==> config.mk <==
export PLATFORM = sky130hd
export DESIGN_NAME = issue_queue_mp_flat
export DESIGN_NICKNAME = d
export VERILOG_FILES = /design/src/rtl/issue_queue_mp_if.sv /design/src/rtl/issue_queue_mp.sv /design/src/flat_wrapper.sv
export SDC_FILE = /design/constraint.sdc
export NUM_CORES = 2
export LEC_CHECK = 0
export ABC_AREA = 1
export CAP_MARGIN = 20
export CORE_ASPECT_RATIO = 0.5
export CORE_MARGIN = 8
export CORE_UTILIZATION = 40
export CTS_BUF_LIST = sky130_fd_sc_hd__clkbuf_8
export DETAILED_ROUTE_END_ITERATION = 8
export HOLD_SLACK_MARGIN = 0.06
export PLACE_DENSITY = 0.59
export RECOVER_POWER = 50
export SYNTH_ARGS = -nofsm -noshare
export SYNTH_HDL_FRONTEND = slang
export SYNTH_SLANG_ARGS = --single-unit
==> constraint.sdc <==
create_clock -name clk -period 4.85 [get_ports clk]
set_input_delay 0.7275 -clock clk [delete_from_list [all_inputs] [get_ports clk]]
set_output_delay 0.7275 -clock clk [all_outputs]
set_load 0.01 [all_outputs]
==> src/rtl/issue_queue_mp_if.sv <==
// Decode-to-issue handshake bundle for issue_queue_mp: push group in, head window out.
interface issue_queue_mp_if #(
    parameter int PUSH_W = 4,
    parameter int POP_W  = 2,
    parameter int ELEM_W = 64
);
    logic [PUSH_W*ELEM_W-1:0]     push_data;
    logic [$clog2(PUSH_W+1)-1:0]  push_num;
    logic                         push_ack;
    logic [$clog2(POP_W+1)-1:0]   pop_num;
    logic [POP_W*ELEM_W-1:0]      out_data;
    logic [$clog2(POP_W+1)-1:0]   out_num;

    modport master (
        output push_data, push_num, pop_num,
        input  push_ack, out_data, out_num
    );

    modport slave (
        input  push_data, push_num, pop_num,
        output push_ack, out_data, out_num
    );
endinterface

==> src/rtl/issue_queue_mp.sv <==
// Multi-push / multi-pop in-order issue queue on a circular buffer of arbitrary depth.
// Optional sticky protocol-error detection is enabled by defining IQ_ERRCHK_EN.
module issue_queue_mp #(
    parameter int DEPTH  = 8,
    parameter int PUSH_W = 4,
    parameter int POP_W  = 2,
    parameter int ELEM_W = 64
) (
    input  logic                       clk,
    input  logic                       rst_n,
    input  logic                       flush,
    issue_queue_mp_if.slave            bus,
    output logic [$clog2(DEPTH+1)-1:0] count,
    output logic [$clog2(DEPTH+1)-1:0] free,
    output logic                       err
);
    localparam int CW  = $clog2(DEPTH+1);
    localparam int PW  = (DEPTH > 1) ? $clog2(DEPTH) : 1;
    localparam int ONW = $clog2(POP_W+1);

    logic [PW-1:0]     head;
    logic [PW-1:0]     tail;
    logic [ELEM_W-1:0] mem [DEPTH];
    int                out_cnt;
    int                pop_eff;
    int                push_eff;

    // Operands never exceed DEPTH, so one conditional subtract keeps the pointer in range.
    function automatic logic [PW-1:0] wrap_add(input logic [PW-1:0] ptr, input int n);
        int s;
        s = int'(ptr) + n;
        if (s >= DEPTH) s = s - DEPTH;
        return s[PW-1:0];
    endfunction

    assign free = CW'(DEPTH) - count;

    always_comb begin
        out_cnt      = (int'(count) < POP_W) ? int'(count) : POP_W;
        bus.out_num  = ONW'(out_cnt);
        bus.push_ack = int'(bus.push_num) <= int'(free);
        pop_eff      = (int'(bus.pop_num) < out_cnt) ? int'(bus.pop_num) : out_cnt;
        push_eff     = bus.push_ack ? int'(bus.push_num) : 0;
    end

    // Head window comes only from registered state; unused slots read as zero.
    always_comb begin
        bus.out_data = '0;
        for (int j = 0; j < POP_W; j++) begin
            if (j < out_cnt) bus.out_data[j*ELEM_W +: ELEM_W] = mem[wrap_add(head, j)];
        end
    end

    always_ff @(posedge clk or negedge rst_n) begin
        if (!rst_n) begin
            head  <= '0;
            tail  <= '0;
            count <= '0;
        end else if (flush) begin
            head  <= '0;
            tail  <= '0;
            count <= '0;
        end else begin
            head  <= wrap_add(head, pop_eff);
            tail  <= wrap_add(tail, push_eff);
            count <= CW'(int'(count) - pop_eff + push_eff);
        end
    end

    always_ff @(posedge clk) begin
        if (bus.push_ack && !flush) begin
            for (int i = 0; i < PUSH_W; i++) begin
                if (i < int'(bus.push_num)) mem[wrap_add(tail, i)] <= bus.push_data[i*ELEM_W +: ELEM_W];
            end
        end
    end

`ifdef IQ_ERRCHK_EN
    always_ff @(posedge clk or negedge rst_n) begin
        if (!rst_n) begin
            err <= 1'b0;
        end else if (!flush && (!bus.push_ack || int'(bus.pop_num) > out_cnt)) begin
            err <= 1'b1;
        end
    end
`else
    assign err = 1'b0;
`endif
endmodule

==> src/flat_wrapper.sv <==
// flat-port wrapper written by rule: the top's interface ports become plain ports
module issue_queue_mp_flat 
#(
    parameter int DEPTH  = 8,
    parameter int PUSH_W = 4,
    parameter int POP_W  = 2,
    parameter int ELEM_W = 64
)
  (clk, rst_n, flush, count, free, err, bus_push_data, bus_push_num, bus_pop_num, bus_push_ack, bus_out_data, bus_out_num);
  issue_queue_mp_if #(.PUSH_W(PUSH_W), .POP_W(POP_W), .ELEM_W(ELEM_W)) bus_i ();
  input  logic clk;
  input  logic rst_n;
  input  logic flush;
  output logic [$clog2(DEPTH+1)-1:0] count;
  output logic [$clog2(DEPTH+1)-1:0] free;
  output logic err;
  input wire logic [$bits(bus_i.push_data)-1:0] bus_push_data;
  input wire logic [$bits(bus_i.push_num)-1:0] bus_push_num;
  input wire logic [$bits(bus_i.pop_num)-1:0] bus_pop_num;
  output wire logic [$bits(bus_i.push_ack)-1:0] bus_push_ack;
  output wire logic [$bits(bus_i.out_data)-1:0] bus_out_data;
  output wire logic [$bits(bus_i.out_num)-1:0] bus_out_num;
  assign bus_i.push_data = bus_push_data;
  assign bus_i.push_num = bus_push_num;
  assign bus_i.pop_num = bus_pop_num;
  assign bus_push_ack = bus_i.push_ack;
  assign bus_out_data = bus_i.out_data;
  assign bus_out_num = bus_i.out_num;
  issue_queue_mp #(.DEPTH(DEPTH), .PUSH_W(PUSH_W), .POP_W(POP_W), .ELEM_W(ELEM_W)) u_core (.clk(clk), .rst_n(rst_n), .flush(flush), .bus(bus_i), .count(count), .free(free), .err(err));
endmodule
==> Implementation_results.wiki <==
{| class="wikitable"
! Metric !! Value
|-
| Worst reg2reg startpoint || u_core.count[0]$_DFF_PN0_
|-
| Netlist Area Pre-Place || between 40000 and 50000 um2
|-
| Data arrival, critical path || 5080 ps
|-
| Clk root buf || sky130_fd_sc_hd__clkbuf_8
|-
| Leading post-synthesis cells by instance count || 2190 x sky130_fd_sc_hd__nand2_1, 1437 x sky130_fd_sc_hd__nor2_1, 592 x sky130_fd_sc_hd__nand3_1
|-
| Warning count from the yosys run || 0
|-
| Most used flip-flop cell after synthesis || sky130_fd_sc_hd__edfxtp_1
|-
| TritonCTS Sinks || 522
|-
| DRC violation count after routing || 0
|-
| Die footprint || between 100000 and 150000 um2
|-
| Total Routing Usage GR || approximately 33%
|-
| Count of pins on the block boundary || between 400 and 500
|-
| Final setup skew || 34.75 ps
|-
| Highest layer used for signal routing || met5
|-
| Critical-path maximum fanout || slightly below 90
|-
| Share of final-layout standard cells stronger than drive strength 1 || 6.727%
|-
| Post-route worst hold slack || 324.8 ps
|-
| Via-per-instance ratio || roughly 6.1
|-
| Final setup vio count || 0
|-
| R2R setup slack || approximately 200 ps
|-
| Upper clock frequency limit || 0.2151 GHz
|-
| FFs w/ async S/R, synth || ~1.9%
|-
| Final critical-path share of the clock period || between 90 and 100%
|-
| Combined area of the multi-input logic cells || roughly 26000 um2
|-
| CTS tree || yes
|-
| Worst Setup Path Type || reg -> reg
|-
| Count of unique library cells instantiated by Yosys || 37
|-
| Slew Viols, Final || about 500
|-
| Filler instances || 11789
|-
| Slowest stage cell, crit path || sky130_fd_sc_hd__nand3_2
|-
| Main area contributors after synthesis || sky130_fd_sc_hd__edfxtp_1 33%, sky130_fd_sc_hd__nand2_1 18%, sky130_fd_sc_hd__nor2_1 12%
|-
| Effective utilization at floorplan || about 40%
|-
| Capturing point of the worst reg2reg path || u_core.mem[5][42]$_DFFE_PP_
|-
| Worst-margin pin slew || between 2000 and 2500 ps
|-
| Clock latency at the later pin of the worst-skew pair || 820 ps
|-
| CTS Buf Count || a little over 90
|-
| Top cell by count, worst path || sky130_fd_sc_hd__nand2_1
|-
| Residual overflow from global routing || 0
|-
| Class of the tightest hold or removal check || in -> async
|-
| Height of the chip || approximately 260 um
|-
| Maximum buffer depth of the clock tree || 3
|-
| Largest net degree at the start of global routing || between 200 and 250
|-
| Yosys top cell area share || around a third
|-
| Routed length on met1 || just under 90 mm
|-
| Dominant cell type by area after synthesis || sky130_fd_sc_hd__edfxtp_1
|-
| Number of DRC markers after the initial detailed-route iteration || approximately 8000
|-
| Max-Slew Margin vs Limit || -36.91%
|-
| Final period demand of the worst path || between 4000 and 5000 ps
|-
| Routed length on met2 || a little under 100 mm
|-
| Final Hold Violating Endpoints || 0
|-
| FF+latch count, synth || 522
|-
| EDFF count, synth || between 500 and 600
|-
| CP Capture Type || flip-flop
|-
| Sequential cell area fraction in the yosys report || between 30 and 40%
|-
| Avg Inst Size Synth || ~6.4 um2
|-
| CP Cell Sequence || inv_1, ha_1, xnor2_4, inv_1, ha_4, nand2_1, nand2_1, inv_1, nand2_1, nand2_1, nor2_4, nor2_1, buf_12, nand3_2, nand4_1, buf_4
|-
| Synthesis-to-layout area growth || 11.34%
|-
| Deepest level of the CTS H-tree || 3
|-
| Worst IR drop on VDD || 0.6313 mV
|-
| Dpl ws || 609.6 ps
|-
| Detail Route Antenna Nets || 0
|-
| Routed length per instance || roughly 26 um
|-
| Longest individual stage delay on the worst path || 790 ps
|-
| Unrepaired setup endpoints after global routing || no
|-
| Cell with the most instances after synthesis || sky130_fd_sc_hd__nand2_1
|-
| 1st-pass router iterations || 9
|-
| Row Count || just under 90
|-
| Worst Path Required || 5280 ps
|-
| Post-CTS repair timing setup buffer count || 0
|-
| Wire length after detailed routing || 223.4 mm
|-
| Cell count after synthesis || between 7000 and 8000
|-
| Standard cell core area || between 100000 and 150000 um2
|-
| Final setup margin || 201.3 ps
|-
| Crit start category || flip-flop
|-
| Initial antenna violation count || 45
|-
| Static leakage || between 20 and 25 nW
|-
| Placer Congestion || just under 0.9
|-
| Quantity of I/O buffers inserted on ports || about 400
|-
| Finished Core Util || between 40 and 50%
|-
| Amount of wire on met3 after detailed routing || around 29 mm
|-
| Run status || finished, violations left
|-
| Vias in the first global route || 48863
|-
| Clock input transition at the sequential cells of the worst setup and hold paths || ~70 ps
|-
| # nets final || about 7300
|-
| Chip width || around 500 um
|-
| Detail Placement HPWL || about 120 mm
|-
| Violated checks || capacitance limit, slew limit
|-
| Total via count after detailed routing || 53060
|-
| Number of maximum-capacitance violations || 6
|-
| Sequential cell area || 15640 um2
|-
| First-pass GRT wire length || roughly 330 mm
|-
| Total power per unit cell area || roughly 660 nW/um2
|-
| Depth of the most critical reg-to-reg path || 16
|}
critical path, delay by kind of cell, from the launching register on:
kind / cells / cell delay [ps]
xor gates and xnor gates: 1 / 130
DFF: 1 / 450
adders and majority gates: 2 / 500
and+or+nand+nor: 8 / 1830
buffers and inverters: 5 / 1200
metrics by stage:
step | TNS (ps) | instances | total power [mW] | instance area [um2]
after floorplan | -8598 | 7276 | 20.35 | 46560
after global placement | 0 | 8449 | 29.65 | 50360
after detailed placement | 0 | 8449 | 29.69 | 50360
after CTS | 0 | 8605 | 33.68 | 51930
after global routing | 0 | 8632 | 35.61 | 51730
final | 0 | 8637 | 34.03 | 51750
cells in the final DEF, fill, tap and decap left out, types with 3 or more instances in the layout:
master | synthesis | layout
sky130_fd_sc_hd__fa_1 | 5 | 5
sky130_fd_sc_hd__clkdlybuf4s50_1 | 0 | 394
sky130_fd_sc_hd__inv_1 | 126 | 151
sky130_fd_sc_hd__edfxtp_1 | 512 | 512
sky130_fd_sc_hd__nor3_1 | 135 | 135
sky130_fd_sc_hd__diode_2 | 0 | 31
sky130_fd_sc_hd__inv_2 | 10 | 3
sky130_fd_sc_hd__clkbuf_8 | 0 | 94
sky130_fd_sc_hd__nor2_4 | 4 | 10
sky130_fd_sc_hd__dfrtp_1 | 10 | 7
sky130_fd_sc_hd__clkinvlp_4 | 0 | 3
sky130_fd_sc_hd__dfrtp_4 | 0 | 3
sky130_fd_sc_hd__buf_12 | 0 | 45
sky130_fd_sc_hd__nand3_2 | 2 | 3
sky130_fd_sc_hd__ha_1 | 14 | 12
sky130_fd_sc_hd__nor2_1 | 1437 | 1434
sky130_fd_sc_hd__nand3_1 | 592 | 584
sky130_fd_sc_hd__dlygate4sd3_1 | 0 | 8
sky130_fd_sc_hd__inv_8 | 0 | 4
sky130_fd_sc_hd__nand4_1 | 522 | 522
sky130_fd_sc_hd__nand2_1 | 2190 | 2193
sky130_fd_sc_hd__clkbuf_4 | 0 | 5
sky130_fd_sc_hd__a21oi_1 | 145 | 145
sky130_fd_sc_hd__o221a_1 | 7 | 7
sky130_fd_sc_hd__clkinv_2 | 0 | 6
sky130_fd_sc_hd__o21ai_0 | 453 | 454
sky130_fd_sc_hd__inv_6 | 0 | 8
sky130_fd_sc_hd__buf_4 | 39 | 81
sky130_fd_sc_hd__clkbuf_1 | 306 | 3
sky130_fd_sc_hd__nand3_4 | 0 | 7
sky130_fd_sc_hd__inv_4 | 0 | 3
sky130_fd_sc_hd__o221a_2 | 182 | 182
sky130_fd_sc_hd__clkinv_1 | 0 | 20
sky130_fd_sc_hd__xor2_1 | 3 | 3
sky130_fd_sc_hd__clkbuf_2 | 89 | 9
worst max-delay path by stage:
stage	from	to	slack, ps	depth (start not counted)
floorplan	u_core.count[1]$_DFF_PN0_	u_core.mem[4][0]$_DFFE_PP_	-30	17
global placement	bus_push_num[2]	u_core.mem[5][45]$_DFFE_PP_	640	13
detailed placement	bus_push_num[2]	u_core.mem[5][45]$_DFFE_PP_	610	13
CTS	u_core.head[0]$_DFF_PN0_	bus_out_data[70]	110	7
global route	u_core.count[0]$_DFF_PN0_	u_core.mem[6][33]$_DFFE_PP_	70	18
finish	u_core.count[0]$_DFF_PN0_	u_core.mem[5][42]$_DFFE_PP_	200	16
final cells by class:
class | instances | area share (%)
Timing Repair Buffer | 549 | 10.94
Tap cell | 1530 | 3.699
Inverter | 136 | 1.086
Clock inverter | 62 | 0.5368
Antenna cell | 31 | 0.1499
Clock buffer | 94 | 2.500
Sequential cell | 522 | 30.22
Multi-Input combinational cell | 5713 | 50.88
report_power, final:
group          internal [mW]  switching (mW)
Combinational           7.21            14.4
Sequential              7.52           0.912
Clock                   1.79            2.21
Total                   16.5            17.5
registers in the layout, summed over array words and instances (netlist names):
register	cells
u_core.tail	3
u_core.count	4
u_core.head	3
u_core.mem	512
repair_timing:
action / in CTS / in global routing
gates resized for setup: 0 / 1
hold endpoints to repair: 0 / 0
hold buffers: 0 / 0
setup endpoints to repair: 0 / 1
layer usage:
metal,vias to the layer above,GRT usage (%)
met3,625,7.604
met5,-,0
met1,24705,44.17
li1,23922,-
met4,20,15.83
met2,3788,50.26
cell families after synthesis:
kind of cell    synth area share [%]
flops                          33.62
compound gates                 11.13
buf+inv                        10.09
other cells                 0.008069
fa+ha+maj                     0.5923
simple gates                   44.45
xor+xnor                      0.1131
Note: power is estimated with default switching activity, not from simulation.
